--- src/rtl/wb_sched_pkg.sv ---
// rtl/wb_sched_pkg.sv - shared types, widths and helpers for the wishbone bus scheduler
package wb_sched_pkg;

  typedef enum logic [1:0] {
    IDLE  = 2'd0,
    GRANT = 2'd1,
    ABORT = 2'd2
  } state_t;

  localparam int STAT_CNTw = 16;

  // Ceiling log2, never below 1 so it can size a vector directly.
  function automatic int log2(input int value);
    int r;
    r = 0;
    for (int i = 0; i < 31; i++) begin
      if ((1 << i) < value) r = i + 1;
    end
    return (r < 1) ? 1 : r;
  endfunction

endpackage

--- src/rtl/one_hot_to_bin.sv ---
// rtl/one_hot_to_bin.sv - one-hot (or zero) vector to binary index
module one_hot_to_bin #(
  parameter int N = 4,
  parameter int W = 2
) (
  input  logic [N-1:0] onehot,
  output logic [W-1:0] bin
);

  always_comb begin
    bin = '0;
    for (int i = 0; i < N; i++) begin
      if (onehot[i]) bin = bin | W'(i);
    end
  end

endmodule

--- src/rtl/wb_sched_rr_pick.sv ---
// rtl/wb_sched_rr_pick.sv - round-robin pick: rotate to pointer, take lowest request, rotate back
module rr_pick #(
  parameter int N = 4,
  parameter int W = 2
) (
  input  logic [N-1:0] req,
  input  logic [W-1:0] ptr,
  output logic [N-1:0] winner,
  output logic         valid
);

  logic [2*N-1:0] dbl_req;
  logic [2*N-1:0] dbl_win;
  logic [N-1:0]   rot;
  logic [N-1:0]   pick;

  always_comb begin
    dbl_req = {req, req} >> ptr;
    rot     = dbl_req[N-1:0];
    pick    = rot & (~rot + N'(1));
    dbl_win = {pick, pick} << ptr;
    winner  = dbl_win[2*N-1:N];
    valid   = |req;
  end

endmodule

--- src/rtl/wb_bus_scheduler.sv ---
// rtl/wb_bus_scheduler.sv - round-robin wishbone grant with hung-transfer watchdog
// Optional per-master grant / abort statistics when WB_SCHED_STATS_EN is defined.
module wb_bus_scheduler
  import wb_sched_pkg::*;
#(
  parameter int M       = 4,
  parameter int TIMEOUT = 1024,
  localparam int TOw    = log2(TIMEOUT + 1),
  localparam int Mw     = (M > 1) ? log2(M) : 1
) (
  input  logic          clk,
  input  logic          reset,
  input  logic [M-1:0]  m_cyc_i_all,
  input  logic [M-1:0]  m_stb_i_all,
  input  logic          any_s_ack_i,
  input  logic          any_s_err_i,
  input  logic          any_s_rty_i,
  output logic [M-1:0]  m_grant_onehot_o,
  output logic [Mw-1:0] m_grant_bin_o,
  output logic [M-1:0]  m_timeout_err_o,
  output logic          bus_busy_o,
  output logic          timeout_evt_o
`ifdef WB_SCHED_STATS_EN
  ,
  output logic [STAT_CNTw*M-1:0] grant_cnt_o,
  output logic [STAT_CNTw-1:0]   timeout_cnt_o
`endif
);

  localparam bit WD_EN = (TIMEOUT > 0);
  localparam logic [TOw-1:0] TO_LAST = TOw'((TIMEOUT > 0) ? TIMEOUT - 1 : 0);

  state_t         state_q, state_n;
  logic [M-1:0]   grant_q, grant_n, grant;
  logic [M-1:0]   err_q, err_n;
  logic [Mw-1:0]  ptr_q, ptr_n;
  logic [TOw-1:0] cnt_q, cnt_n;
  logic           evt_q, evt_n;
  logic [M-1:0]   pick_req, win, new_grant;
  logic           win_valid, hold, resp, take;

  generate
    if (M == 1) begin : g_single
      assign grant = reset ? m_cyc_i_all : '0;
    end else begin : g_multi
      assign grant = grant_q;
    end
  endgenerate

  assign resp     = any_s_ack_i | any_s_err_i | any_s_rty_i;
  assign hold     = |(grant & m_cyc_i_all);
  assign pick_req = m_cyc_i_all & ~grant;

  rr_pick #(.N(M), .W(Mw)) u_rr_pick (
    .req    (pick_req),
    .ptr    (ptr_q),
    .winner (win),
    .valid  (win_valid)
  );

  always_comb begin
    state_n   = state_q;
    grant_n   = grant_q;
    ptr_n     = ptr_q;
    cnt_n     = '0;
    err_n     = '0;
    evt_n     = 1'b0;
    take      = 1'b0;
    new_grant = '0;
    case (state_q)
      IDLE: begin
        // Only reachable with a single master, whose grant follows cyc directly.
        if (hold) begin
          state_n   = GRANT;
          new_grant = grant;
        end else if (win_valid) begin
          take = 1'b1;
        end
      end
      GRANT, ABORT: begin
        if (!hold) begin
          if (win_valid) begin
            take = 1'b1;
          end else begin
            grant_n = '0;
            state_n = IDLE;
          end
        end else if (state_q == GRANT && WD_EN && |(grant & m_stb_i_all) && !resp) begin
          if (cnt_q == TO_LAST) begin
            state_n = ABORT;
            err_n   = grant;
            evt_n   = 1'b1;
          end else begin
            cnt_n = cnt_q + 1'b1;
          end
        end
      end
      default: begin
        state_n = IDLE;
        grant_n = '0;
      end
    endcase
    if (take) begin
      grant_n   = win;
      state_n   = GRANT;
      new_grant = win;
      for (int i = 0; i < M; i++) begin
        if (win[i]) ptr_n = (i == M - 1) ? '0 : Mw'(i + 1);
      end
    end
  end

  always_ff @(posedge clk or negedge reset) begin
    if (!reset) begin
      state_q <= IDLE;
      grant_q <= '0;
      ptr_q   <= '0;
      cnt_q   <= '0;
      err_q   <= '0;
      evt_q   <= 1'b0;
    end else begin
      state_q <= state_n;
      grant_q <= grant_n;
      ptr_q   <= ptr_n;
      cnt_q   <= cnt_n;
      err_q   <= err_n;
      evt_q   <= evt_n;
    end
  end

  one_hot_to_bin #(.N(M), .W(Mw)) u_one_hot_to_bin (
    .onehot (grant),
    .bin    (m_grant_bin_o)
  );

  assign m_grant_onehot_o = grant;
  assign m_timeout_err_o  = WD_EN ? err_q : '0;
  assign timeout_evt_o    = WD_EN ? evt_q : 1'b0;
  assign bus_busy_o       = (state_q != IDLE);

`ifdef WB_SCHED_STATS_EN
  logic [STAT_CNTw-1:0] gcnt_q [M];
  logic [STAT_CNTw-1:0] tcnt_q;

  always_ff @(posedge clk or negedge reset) begin
    if (!reset) begin
      for (int i = 0; i < M; i++) gcnt_q[i] <= '0;
      tcnt_q <= '0;
    end else begin
      for (int i = 0; i < M; i++) begin
        if (new_grant[i] && gcnt_q[i] != '1) gcnt_q[i] <= gcnt_q[i] + 1'b1;
      end
      if (WD_EN && evt_n && tcnt_q != '1) tcnt_q <= tcnt_q + 1'b1;
    end
  end

  generate
    for (genvar g = 0; g < M; g++) begin : g_stat
      assign grant_cnt_o[g*STAT_CNTw +: STAT_CNTw] = gcnt_q[g];
    end
  endgenerate
  assign timeout_cnt_o = tcnt_q;
`endif

endmodule

--- config.mk ---
export PLATFORM = sky130hd
export DESIGN_NAME = wb_bus_scheduler
export DESIGN_NICKNAME = d
export VERILOG_FILES = /design/src/rtl/wb_sched_pkg.sv /design/src/rtl/one_hot_to_bin.sv /design/src/rtl/wb_sched_rr_pick.sv /design/src/rtl/wb_bus_scheduler.sv
export SDC_FILE = /design/constraint.sdc
export NUM_CORES = 1
export LEC_CHECK = 0
export CORE_MARGIN = 1
export CORE_UTILIZATION = 37
export DETAILED_ROUTE_END_ITERATION = 7
export SLEW_MARGIN = 20
export SYNTH_ARGS = -nofsm -noshare
export SYNTH_HDL_FRONTEND = slang
export SYNTH_HIERARCHICAL = 1
export SYNTH_SLANG_ARGS = --single-unit
export TNS_END_PERCENT = 1
--- constraint.sdc ---
create_clock -name clk -period 2.19 [get_ports clk]
set_input_delay 0.219 -clock clk [delete_from_list [all_inputs] [get_ports clk]]
set_output_delay 0.219 -clock clk [all_outputs]
set_load 0.02 [all_outputs]
==> run summary, run 1 <==
GRT Util Overall = 16.30%
Last weighted congestion value of the routability-driven placer = 0.7310
Total power after layout = 1.683 mW
Total instance count after detailed placement = 214
Count of warnings emitted by yosys = 6
Count of max-cap constraint violations = 0
Worst VDD drop = 0.0004486 V
Wire length of the first global-routing pass = 4636 um
Internal Dissipation = 1.084 mW
Std cell rows = 21
EDFF count, synth = 0
Share of Yosys cell area claimed by the top area cell type = 44.94%
First DRT Iteration DRCs = 40
Leading cell types in the layout, fill and taps excluded = sky130_fd_sc_hd__dfrtp_1, sky130_fd_sc_hd__clkdlybuf4s50_1, sky130_fd_sc_hd__nor2_1
Worst hold margin = 0.2381 ns
Vias per inst = 5.179
Final critical delay including setup and external delays = 1.983 ns
Most used flip-flop cell after synthesis = sky130_fd_sc_hd__dfrtp_1
Max-Slew Margin vs Limit = 68.68%
Top post-synthesis cells by area = sky130_fd_sc_hd__dfrtp_1, sky130_fd_sc_hd__nor2_1, sky130_fd_sc_hd__a22o_1
Slew Viols, Final = 0
Cell accounting for the most synthesized area = sky130_fd_sc_hd__dfrtp_1
Port Buffers = 24
Initial DRT Pass Iterations = 4
Count of antenna diodes in the layout = 0
Starting utilization of the core area = 39.42%
Post-DP HPWL = 2186 um
Clock power frac = 19.0%
Run status = finished clean
Power Density = 961.9 nW/um2
Sequential cell fraction of total power = 35.5%
Post-route DRC = 0
CP Class = reg -> out
Total via count in the routed design = 1,129
Reported leakage power = 0.7542 nW
Area taken by multi-input logic gates = 708.2 um2
Post-synthesis instance area = 1336 um2
Largest net degree at the start of global routing = 25
Vias in the first global route = 1,065
Post-synthesis average cell area = 9.826 um2
Sw power = 0.5985 mW
Layout area overhead = 30.90%
Critical Path Most Common Cell = sky130_fd_sc_hd__inv_1
Post-cts hold buffer count = 0
Total length of routed wires = 2806 um
Number of setup violations in the final report = 0
Met2 usage = 29.48%
Die area = 3856 um2
Synthesized netlist net count = 153
Vertical die dimension = 62.10 um
Endpoint class of the critical path = output pin
Setup repair after global routing missed its margin = false
Clk_lat worst skew = 0.32 ns
Maximum clock frequency = 0.5042 GHz
Combinational Power Share = 45.6%
Total setup buffers inserted after CTS = 0
Switch share = 35.57%
Clock slew at reported path FFs = 0.13 ns
FFs w/ async S/R, synth = 100.0%
Worst path slowest cell = sky130_fd_sc_hd__clkdlybuf4s50_1
Type of the worst min-delay path = in -> async
Maximum buffer depth of the clock tree = 2
Number of standard cells in the final layout excluding fillers = 218
Met3 Resource Use GR = 1.242%
Cells after Synth = 136
Post-route standard cell area excluding fillers = 1749 um2
Post_cts resized = 0
Number of antenna violations at the first check in global routing = 0
Critical path's largest stage delay = 0.60 ns
CTS tree = done
Final net count = 190
Detail-routed net length per standard cell = 12.87 um
Post-synthesis sequential area ratio = 44.94%
Grt met1 use = 20.28%
Area of the core = 3390 um2
Slew at the pin with the worst max-slew slack = 0.4698 ns
Remaining Overflow, GRT = 0
Count of unique library cells instantiated by Yosys = 39
Clock H-tree levels = 1
Area taken by flip-flops and latches = 600.6 um2
Number of clock sinks seen by CTS = 24
Die Span X = 62.10 um
Pre-CTS setup slack = 0.1300 ns
Count of state elements after synthesis = 24
Final design utilization = 51.61%
Share of the clock period used by the worst path after layout = 90.56%
Remaining antenna violation count = 0
Area after DPL = 1697 um2
Number of buffers added by the clock tree synthesis step = 3
Proportion of layout cells with a drive suffix above 1 = 13.37%
# IOs = 25
Final-report hold violation count = 0
Most Crowded Layer GR = met2
Cell at the root of the clock tree = sky130_fd_sc_hd__clkbuf_4
CP Cell Sequence = inv_1 > ha_1 > inv_1 > clkdlybuf4s50_1
Worst Path Required = 1.97 ns
Clock Skew = 0.004721 ns
CP max FO = 6
Least setup slack across all paths after layout = 0.2068 ns
Kind of start point of the critical path = flop
Total of fill cells in the finished design = 316
Data arrival, critical path = 1.76 ns
Summed negative setup slack over all endpoints = 0 ns
path summary, 6_finish.rpt:
check / from / to / slack, ns / cells after the start
setup / recovery: state_q[0]$_DFFE_PN0P_ / bus_busy_o / 0.21 / 4
hold / removal: reset / cnt_q[2]$_DFF_PN0_ / 0.24 / 2
setup reg to reg: m_grant_onehot_o[3]$_DFFE_PN0P_ / ptr_q[1]$_DFFE_PN0P_ / 0.31 / 8
hold reg to reg: cnt_q[0]$_DFF_PN0_ / cnt_q[0]$_DFF_PN0_ / 0.47 / 1
max in group asynchronous: reset / m_grant_onehot_o[0]$_DFFE_PN0P_ / 1.73 / 2
min in group clk: cnt_q[0]$_DFF_PN0_ / cnt_q[0]$_DFF_PN0_ / 0.47 / 1
synth_stat cells (2+ instances only):
library cell and n:
sky130_fd_sc_hd__dfrtp_1 24, sky130_fd_sc_hd__nor2_1 18, sky130_fd_sc_hd__nand2_1 8, sky130_fd_sc_hd__and2_1 7, sky130_fd_sc_hd__a22o_1 6, sky130_fd_sc_hd__inv_1 6
sky130_fd_sc_hd__nor2b_1 6, sky130_fd_sc_hd__a21oi_1 5, sky130_fd_sc_hd__xor2_1 5, sky130_fd_sc_hd__ha_1 4, sky130_fd_sc_hd__nand4_1 4, sky130_fd_sc_hd__o21a_1 4
sky130_fd_sc_hd__and3_1 3, sky130_fd_sc_hd__xnor2_1 3, sky130_fd_sc_hd__a211oi_1 2, sky130_fd_sc_hd__a22oi_1 2, sky130_fd_sc_hd__nand2b_1 2, sky130_fd_sc_hd__nor3_1 2
sky130_fd_sc_hd__o21ai_0 2, sky130_fd_sc_hd__o221a_2 2, sky130_fd_sc_hd__o22ai_1 2, sky130_fd_sc_hd__or2_1 2
cell families after synthesis:
kind of cell    after synthesis  synth area share [%]
fa+ha+maj                     4                 3.745
simple gates                 59                 23.69
compound gates               33                 19.19
flops                        24                 44.94
buf+inv                       7                 2.059
mux                           1                 1.123
xor+xnor                      8                 5.244
power by group through the flow:
stage	Clock, mW	Combinational (mW)	Sequential (mW)
floorplan	0	0.476	0.599
global placement	0	0.749	0.603
detailed placement	0	0.766	0.605
CTS	0.327	0.768	0.597
global route	0.346	0.836	0.616
finish	0.319	0.767	0.597
state kept, by name (all words and copies together), names as in the netlist:
signal and cells:
cnt_q 11, m_grant_onehot_o 4, timeout_evt_o 1, m_timeout_err_o 4
state_q 2, ptr_q 2
final cells by class:
cell class              instances  area share, %
flip-flops and latches         24          34.33
multi-input cells             105          40.49
clock buffers                   3          1.288
inverters                       6          1.288
repair buffers                 33          17.60
well taps                      46          3.290
clock inverters                 1          1.717
metal layers:
metal	share of wire [%]	vias to the layer above	wire, um
met5	0	-	0
met4	1.6	0	45
met3	2.3	5	65
met2	50	22	1417
met1	46	545	1277
li1	-	557	-
critical path, delay by kind of cell (launching register included):
| family | cells | cell delay [ns] |
|---|---|---|
| flip-flops | 1 | 0.45 |
| buffers and inverters | 3 | 0.74 |
| adder cells (fa/ha/maj) | 1 | 0.26 |
Power figures use the tool's default switching activity.
==> run 2: changes to the inputs <==
--- a/config.mk
+++ b/config.mk
@@ -5,7 +5,7 @@
 export SDC_FILE = /design/constraint.sdc
 export NUM_CORES = 1
 export LEC_CHECK = 0
-export CORE_MARGIN = 1
+export CORE_ASPECT_RATIO = 0.8
 export CORE_UTILIZATION = 37
 export DETAILED_ROUTE_END_ITERATION = 7
 export SLEW_MARGIN = 20
==> run 2 against run 1 <==
Effect of this change: the flow now finishes with violations (DRC); sequential cell count unchanged; combinational power up 1%; clock skew down 0.0013 ns; setup slack improved by 0.069 ns; count of clock-buffer cells in the layout did not move; critical path depth stayed put; global-route usage up 0.46 points; via count is 0.53% lower; utilization decreased by 0.68 points; critical path type unchanged; largest power group unchanged.
==> run summary, run 2 (synthesized netlist as in run 1, its figures left out) <==
Run status = finished with violations (was finished clean)
Violations in the final reports = DRC
Number of clock sinks seen by CTS = 24 (unchanged)
Count of max-cap constraint violations = 0 (unchanged)
Setup repair after global routing missed its margin = false (unchanged)
Worst Path Required = 1.97 ns (about the same)
Worst path slowest cell = sky130_fd_sc_hd__clkdlybuf4s50_1 (unchanged)
Clock H-tree levels = 1 (unchanged)
CTS tree = done (unchanged)
Vertical die dimension = 55.75 um (was 62.10 um)
Number of standard cells in the final layout excluding fillers = 213 (was 218)
Total buffers and inverters traversed by the critical path = 3 (unchanged)
Maximum clock frequency = 0.5224 GHz (was 0.5042 GHz)
First DRT Iteration DRCs = 41 (was 40)
CP Cell Sequence = inv_1 > ha_1 > inv_1 > clkdlybuf4s50_1 (unchanged)
Max-Slew Margin vs Limit = 66.77% (was 68.68%)
Data arrival, critical path = 1.70 ns (was 1.76 ns)
Number of antenna violations at the first check in global routing = 0 (unchanged)
Reported leakage power = 0.7579 nW (was 0.7542 nW)
Summed negative setup slack over all endpoints = 0 ns (unchanged)
Vias per inst = 5.272 (was 5.179)
Initial DRT Pass Iterations = 6 (was 4)
Area of the core = 3447 um2 (was 3390 um2)
Number of flip-flops in the largest register = 11 (unchanged)
Worst VDD drop = 0.0005344 V (was 0.0004486 V)
Post_cts resized = 0 (unchanged)
Proportion of layout cells with a drive suffix above 1 = 12.87% (was 13.37%)
Number of buffers added by the clock tree synthesis step = 3 (unchanged)
Std cell rows = 19 (was 21)
Maximum buffer depth of the clock tree = 2 (unchanged)
Endpoint class of the critical path = output pin (unchanged)
Final-report hold violation count = 0 (unchanged)
Power Density = 999.2 nW/um2 (was 961.9 nW/um2)
Critical path's largest stage delay = 0.59 ns (was 0.60 ns)
Detail-routed net length per standard cell = 14.24 um (was 12.87 um)
Total instance count after detailed placement = 209 (was 214)
Cell at the root of the clock tree = sky130_fd_sc_hd__clkbuf_8 (was sky130_fd_sc_hd__clkbuf_4)
Number of setup violations in the final report = 0 (unchanged)
Final net count = 189 (was 190)
Clk_lat worst skew = 0.27 ns (was 0.32 ns)
Total power after layout = 1.754 mW (was 1.683 mW)
Layout area overhead = 31.37% (was 30.90%)
Die Span X = 69.19 um (was 62.10 um)
Remaining antenna violation count = 0 (unchanged)
Final critical delay including setup and external delays = 1.914 ns (was 1.983 ns)
Type of the worst min-delay path = in -> async (unchanged)
Slew at the pin with the worst max-slew slack = 0.4985 ns (was 0.4698 ns)
# IOs = 25 (unchanged)
Last weighted congestion value of the routability-driven placer = 0.8095 (was 0.7310)
Starting utilization of the core area = 38.77% (was 39.42%)
Post-route DRC = 2 (was 0)
GRT Util Overall = 16.76% (was 16.30%)
Wire length of the first global-routing pass = 5106 um (was 4636 um)
Total length of routed wires = 3034 um (was 2806 um)
Vias in the first global route = 1,082 (was 1,065)
Post-DP HPWL = 2290 um (was 2186 um)
Critical Path Most Common Cell = sky130_fd_sc_hd__inv_1 (unchanged)
Total of fill cells in the finished design = 322 (was 316)
CP Class = reg -> out (unchanged)
Die area = 3857 um2 (was 3856 um2)
Clock Skew = 0.003408 ns (was 0.004721 ns)
Share of the clock period used by the worst path after layout = 87.41% (was 90.56%)
Leading cell types in the layout, fill and taps excluded = sky130_fd_sc_hd__dfrtp_1, sky130_fd_sc_hd__clkdlybuf4s50_1, sky130_fd_sc_hd__nor2_1 (unchanged)
Count of antenna diodes in the layout = 0 (unchanged)
Largest net degree at the start of global routing = 25 (unchanged)
Clock slew at reported path FFs = 0.09 ns (was 0.13 ns)
Largest register by flop count = cnt_q (unchanged)
Port Buffers = 24 (unchanged)
Total setup buffers inserted after CTS = 0 (unchanged)
Total via count in the routed design = 1,123 (was 1,129)
Post-cts hold buffer count = 0 (unchanged)
Slew Viols, Final = 0 (unchanged)
CP max FO = 6 (unchanged)
Kind of start point of the critical path = flop (unchanged)
Remaining Overflow, GRT = 0 (unchanged)
Largest delay contributor family on the critical path = buffers and inverters (unchanged)
-- run 2: cell types whose count changed in the layout (fill, tap and decap cells not counted), sizes merged --
cell / previous run / this run
buf: 9 / 8
-- run 2: per-layer routing --
metal	routed length, um	GRT usage, %
met1	1495	22.82
met2	1422	26.63
met3	94	3.804
met4	21	5.248
met5	0	0
-- run 2: where the power goes --
part           leakage (nW)  switching, mW  internal [mW]  total, mW
Combinational         0.398          0.374          0.401      0.775
Sequential            0.324         0.0920          0.495      0.587
Clock                0.0357          0.148          0.245      0.392
Total                 0.758          0.613           1.14       1.75
-- run 2: worst paths after layout --
| check | cells past startpoint | startpoint | slack [ns] | end |
|---|---|---|---|---|
| worst max-delay path | 4 | state_q[0]$_DFFE_PN0P_ | 0.28 | bus_busy_o |
| worst min register to register | 1 | cnt_q[0]$_DFF_PN0_ | 0.47 | cnt_q[0]$_DFF_PN0_ |
| worst min-delay path | 2 | reset | 0.30 | cnt_q[7]$_DFF_PN0_ |
| max in group asynchronous | 2 | reset | 1.66 | cnt_q[4]$_DFF_PN0_ |
| worst max register to register | 5 | cnt_q[0]$_DFF_PN0_ | 0.29 | state_q[0]$_DFFE_PN0P_ |
| min in group clk | 1 | cnt_q[0]$_DFF_PN0_ | 0.47 | cnt_q[0]$_DFF_PN0_ |
-- run 2: final cells by class --
cell class	instances	area [um2]	share of cell area [%]
clock buffers	3	41.29	2.352
clock inverters	1	30.03	1.711
inverters	6	22.52	1.283
multi-input cells	105	708.2	40.34
flip-flops and latches	24	600.6	34.21
well taps	42	52.55	2.994
repair buffers	32	300.3	17.11
-- run 2: stage by stage --
| stage | hold slack (ns) | worst slack (ns) | instance area (um2) | utilization, % |
|---|---|---|---|---|
| finish | 0.2990 | 0.2758 | 1755 | 50.93 |
| detailed placement | 0.4537 | 0.07573 | 1684 | 48.86 |
| CTS | 0.3049 | 0.2620 | 1755 | 50.93 |
| floorplan | -0.07659 | 0.2638 | 1336 | - |
| global route | 0.3165 | 0.1156 | 1755 | 50.93 |
| global placement | 0.4409 | 0.1247 | 1684 | 48.86 |
==> run 3: changes to the inputs <==
--- a/config.mk
+++ b/config.mk
@@ -6,9 +6,9 @@
 export NUM_CORES = 1
 export LEC_CHECK = 0
 export CORE_ASPECT_RATIO = 0.8
+export CORE_MARGIN = 2
 export CORE_UTILIZATION = 37
 export DETAILED_ROUTE_END_ITERATION = 7
-export SLEW_MARGIN = 20
 export SYNTH_ARGS = -nofsm -noshare
 export SYNTH_HDL_FRONTEND = slang
 export SYNTH_HIERARCHICAL = 1
==> run 3 against run 2 <==
Effect of this change: the run now ends clean; global-route usage down 1.2 points; combinational power decreased by 2%; fmax grew 0.34%; first-iteration DRC count grew 61%; utilization unchanged; critical path type unchanged; largest cell class unchanged.
==> run summary, run 3 (synthesized netlist as in run 1, its figures left out) <==
Run status = finished clean (was finished with violations)
Vertical die dimension = 57.75 um (was 55.75 um)
Slew Viols, Final = 0 (unchanged)
Critical path's largest stage delay = 0.60 ns (was 0.59 ns)
Cell at the root of the clock tree = sky130_fd_sc_hd__clkbuf_8 (unchanged)
Remaining Overflow, GRT = 0 (unchanged)
Maximum clock frequency = 0.5242 GHz (was 0.5224 GHz)
Sequential cell fraction of total power = 34.2% (was 33.4%)
Total length of routed wires = 2800 um (was 3034 um)
Max-Slew Margin vs Limit = 70.14% (was 66.77%)
Number of buffers added by the clock tree synthesis step = 3 (unchanged)
Remaining antenna violation count = 0 (unchanged)
Switch share = 34.32% (was 34.97%)
CP max FO = 6 (unchanged)
Die Span X = 71.19 um (was 69.19 um)
Total buffers and inverters traversed by the critical path = 3 (unchanged)
Kind of start point of the critical path = flop (unchanged)
Post-route DRC = 0 (was 2)
Share of the clock period used by the worst path after layout = 87.11% (was 87.41%)
Wire length of the first global-routing pass = 5085 um (was 5106 um)
Combinational Power Share = 44.0% (was 44.2%)
Final critical delay including setup and external delays = 1.908 ns (was 1.914 ns)
Summed negative setup slack over all endpoints = 0 ns (unchanged)
Clock power frac = 21.9% (was 22.4%)
Internal Dissipation = 1.139 mW (was 1.141 mW)
Critical Path Most Common Cell = sky130_fd_sc_hd__inv_1 (unchanged)
Final net count = 189 (unchanged)
Largest delay contributor family on the critical path = buffers and inverters (unchanged)
Clk_lat worst skew = 0.26 ns (was 0.27 ns)
Final-report hold violation count = 0 (unchanged)
Count of max-cap constraint violations = 0 (unchanged)
Reported leakage power = 0.7578 nW (was 0.7579 nW)
Slew at the pin with the worst max-slew slack = 0.4479 ns (was 0.4985 ns)
Clock Skew = 0.005363 ns (was 0.003408 ns)
Die area = 4111 um2 (was 3857 um2)
Setup repair after global routing missed its margin = false (unchanged)
Last weighted congestion value of the routability-driven placer = 0.8780 (was 0.8095)
Area taken by multi-input logic gates = 708.2 um2 (unchanged)
Leading cell types in the layout, fill and taps excluded = sky130_fd_sc_hd__dfrtp_1, sky130_fd_sc_hd__clkdlybuf4s50_1, sky130_fd_sc_hd__nor2_1 (unchanged)
Proportion of layout cells with a drive suffix above 1 = 12.87% (unchanged)
Largest register by flop count = cnt_q (unchanged)
Number of setup violations in the final report = 0 (unchanged)
CP Class = reg -> out (unchanged)
Vias in the first global route = 1,058 (was 1,082)
Clock slew at reported path FFs = 0.08 ns (was 0.09 ns)
Total via count in the routed design = 1,074 (was 1,123)
Port Buffers = 24 (unchanged)
Post_cts resized = 0 (unchanged)
CTS tree = done (unchanged)
Std cell rows = 19 (unchanged)
Data arrival, critical path = 1.69 ns (was 1.70 ns)
Clock H-tree levels = 1 (unchanged)
Endpoint class of the critical path = output pin (unchanged)
Layout area overhead = 31.37% (unchanged)
Final design utilization = 50.93% (unchanged)
Number of flip-flops in the largest register = 11 (unchanged)
Total setup buffers inserted after CTS = 0 (unchanged)
Type of the worst min-delay path = in -> async (unchanged)
Starting utilization of the core area = 38.77% (unchanged)
Post-DP HPWL = 2167 um (was 2290 um)
GRT Util Overall = 15.54% (was 16.76%)
CP Cell Sequence = inv_1 > ha_1 > inv_1 > clkdlybuf4s50_1 (unchanged)
Largest net degree at the start of global routing = 25 (unchanged)
Total of fill cells in the finished design = 315 (was 322)
Worst path slowest cell = sky130_fd_sc_hd__clkdlybuf4s50_1 (unchanged)
Initial DRT Pass Iterations = 4 (was 6)
Area of the core = 3447 um2 (unchanged)
Number of antenna violations at the first check in global routing = 0 (unchanged)
Maximum buffer depth of the clock tree = 2 (unchanged)
First DRT Iteration DRCs = 66 (was 41)
# IOs = 25 (unchanged)
Number of clock sinks seen by CTS = 24 (unchanged)
Vias per inst = 5.042 (was 5.272)
Area taken by flip-flops and latches = 600.6 um2 (unchanged)
Post-cts hold buffer count = 0 (unchanged)
Power Density = 987.7 nW/um2 (was 999.2 nW/um2)
Detail-routed net length per standard cell = 13.15 um (was 14.24 um)
Worst Path Required = 1.97 ns (about the same)
Sw power = 0.5951 mW (was 0.6134 mW)
Count of antenna diodes in the layout = 0 (unchanged)
Worst VDD drop = 0.0003477 V (was 0.0005344 V)
## run 3: cell counts in the layout (fill, tap and decap cells not counted)
Identical to the previous run, type by type.
## run 3: path summary, 6_finish.rpt
kind / start / depth (start not counted) / to / slack, ns
worst min-delay path: reset / 2 / ptr_q[1]$_DFFE_PN0P_ / 0.31
worst min register to register: cnt_q[0]$_DFF_PN0_ / 1 / cnt_q[0]$_DFF_PN0_ / 0.46
min in group clk: cnt_q[0]$_DFF_PN0_ / 1 / cnt_q[0]$_DFF_PN0_ / 0.46
worst max register to register: cnt_q[0]$_DFF_PN0_ / 5 / state_q[0]$_DFFE_PN0P_ / 0.30
worst max-delay path: state_q[0]$_DFFE_PN0P_ / 4 / bus_busy_o / 0.28
max in group asynchronous: reset / 2 / cnt_q[3]$_DFF_PN0_ / 1.65
## run 3: stage by stage
stage | setup slack, ns | instances | power [mW] | area (um2) | hold WS (ns)
floorplan | 0.2638 | 136 | 1.075 | 1336 | -0.07659
global placement | 0.09304 | 209 | 1.351 | 1684 | 0.4391
detailed placement | -0.005395 | 209 | 1.367 | 1684 | 0.4479
CTS | 0.2559 | 213 | 1.752 | 1755 | 0.3180
global route | 0.1200 | 213 | 1.852 | 1755 | 0.3286
finish | 0.2823 | 213 | 1.734 | 1755 | 0.3051
## run 3: layout make-up
cell class | count | area share, %
clock inverter | 1 | 1.711
clock buffer | 3 | 2.352
inverter | 6 | 1.283
timing repair buffer | 32 | 17.11
sequential | 24 | 34.21
multi-input combinational | 105 | 40.34
tap | 42 | 2.994
## run 3: metal layers
layer	vias to the layer above	part of all wire, %	global-route usage [%]
met5	-	0	0
met4	0	0.82	3.235
met3	2	4.0	3.130
met2	29	42	22.62
met1	488	54	24.00
li1	555	-	-
## run 3: power by group through the flow
| stage | Sequential (mW) | Combinational (mW) | Clock (mW) |
|---|---|---|---|
| after floorplan | 0.599 | 0.476 | 0 |
| after global placement | 0.600 | 0.750 | 0 |
| after detailed placement | 0.602 | 0.765 | 0 |
| after CTS | 0.595 | 0.765 | 0.392 |
| after global routing | 0.607 | 0.840 | 0.404 |
| final | 0.592 | 0.762 | 0.379 |
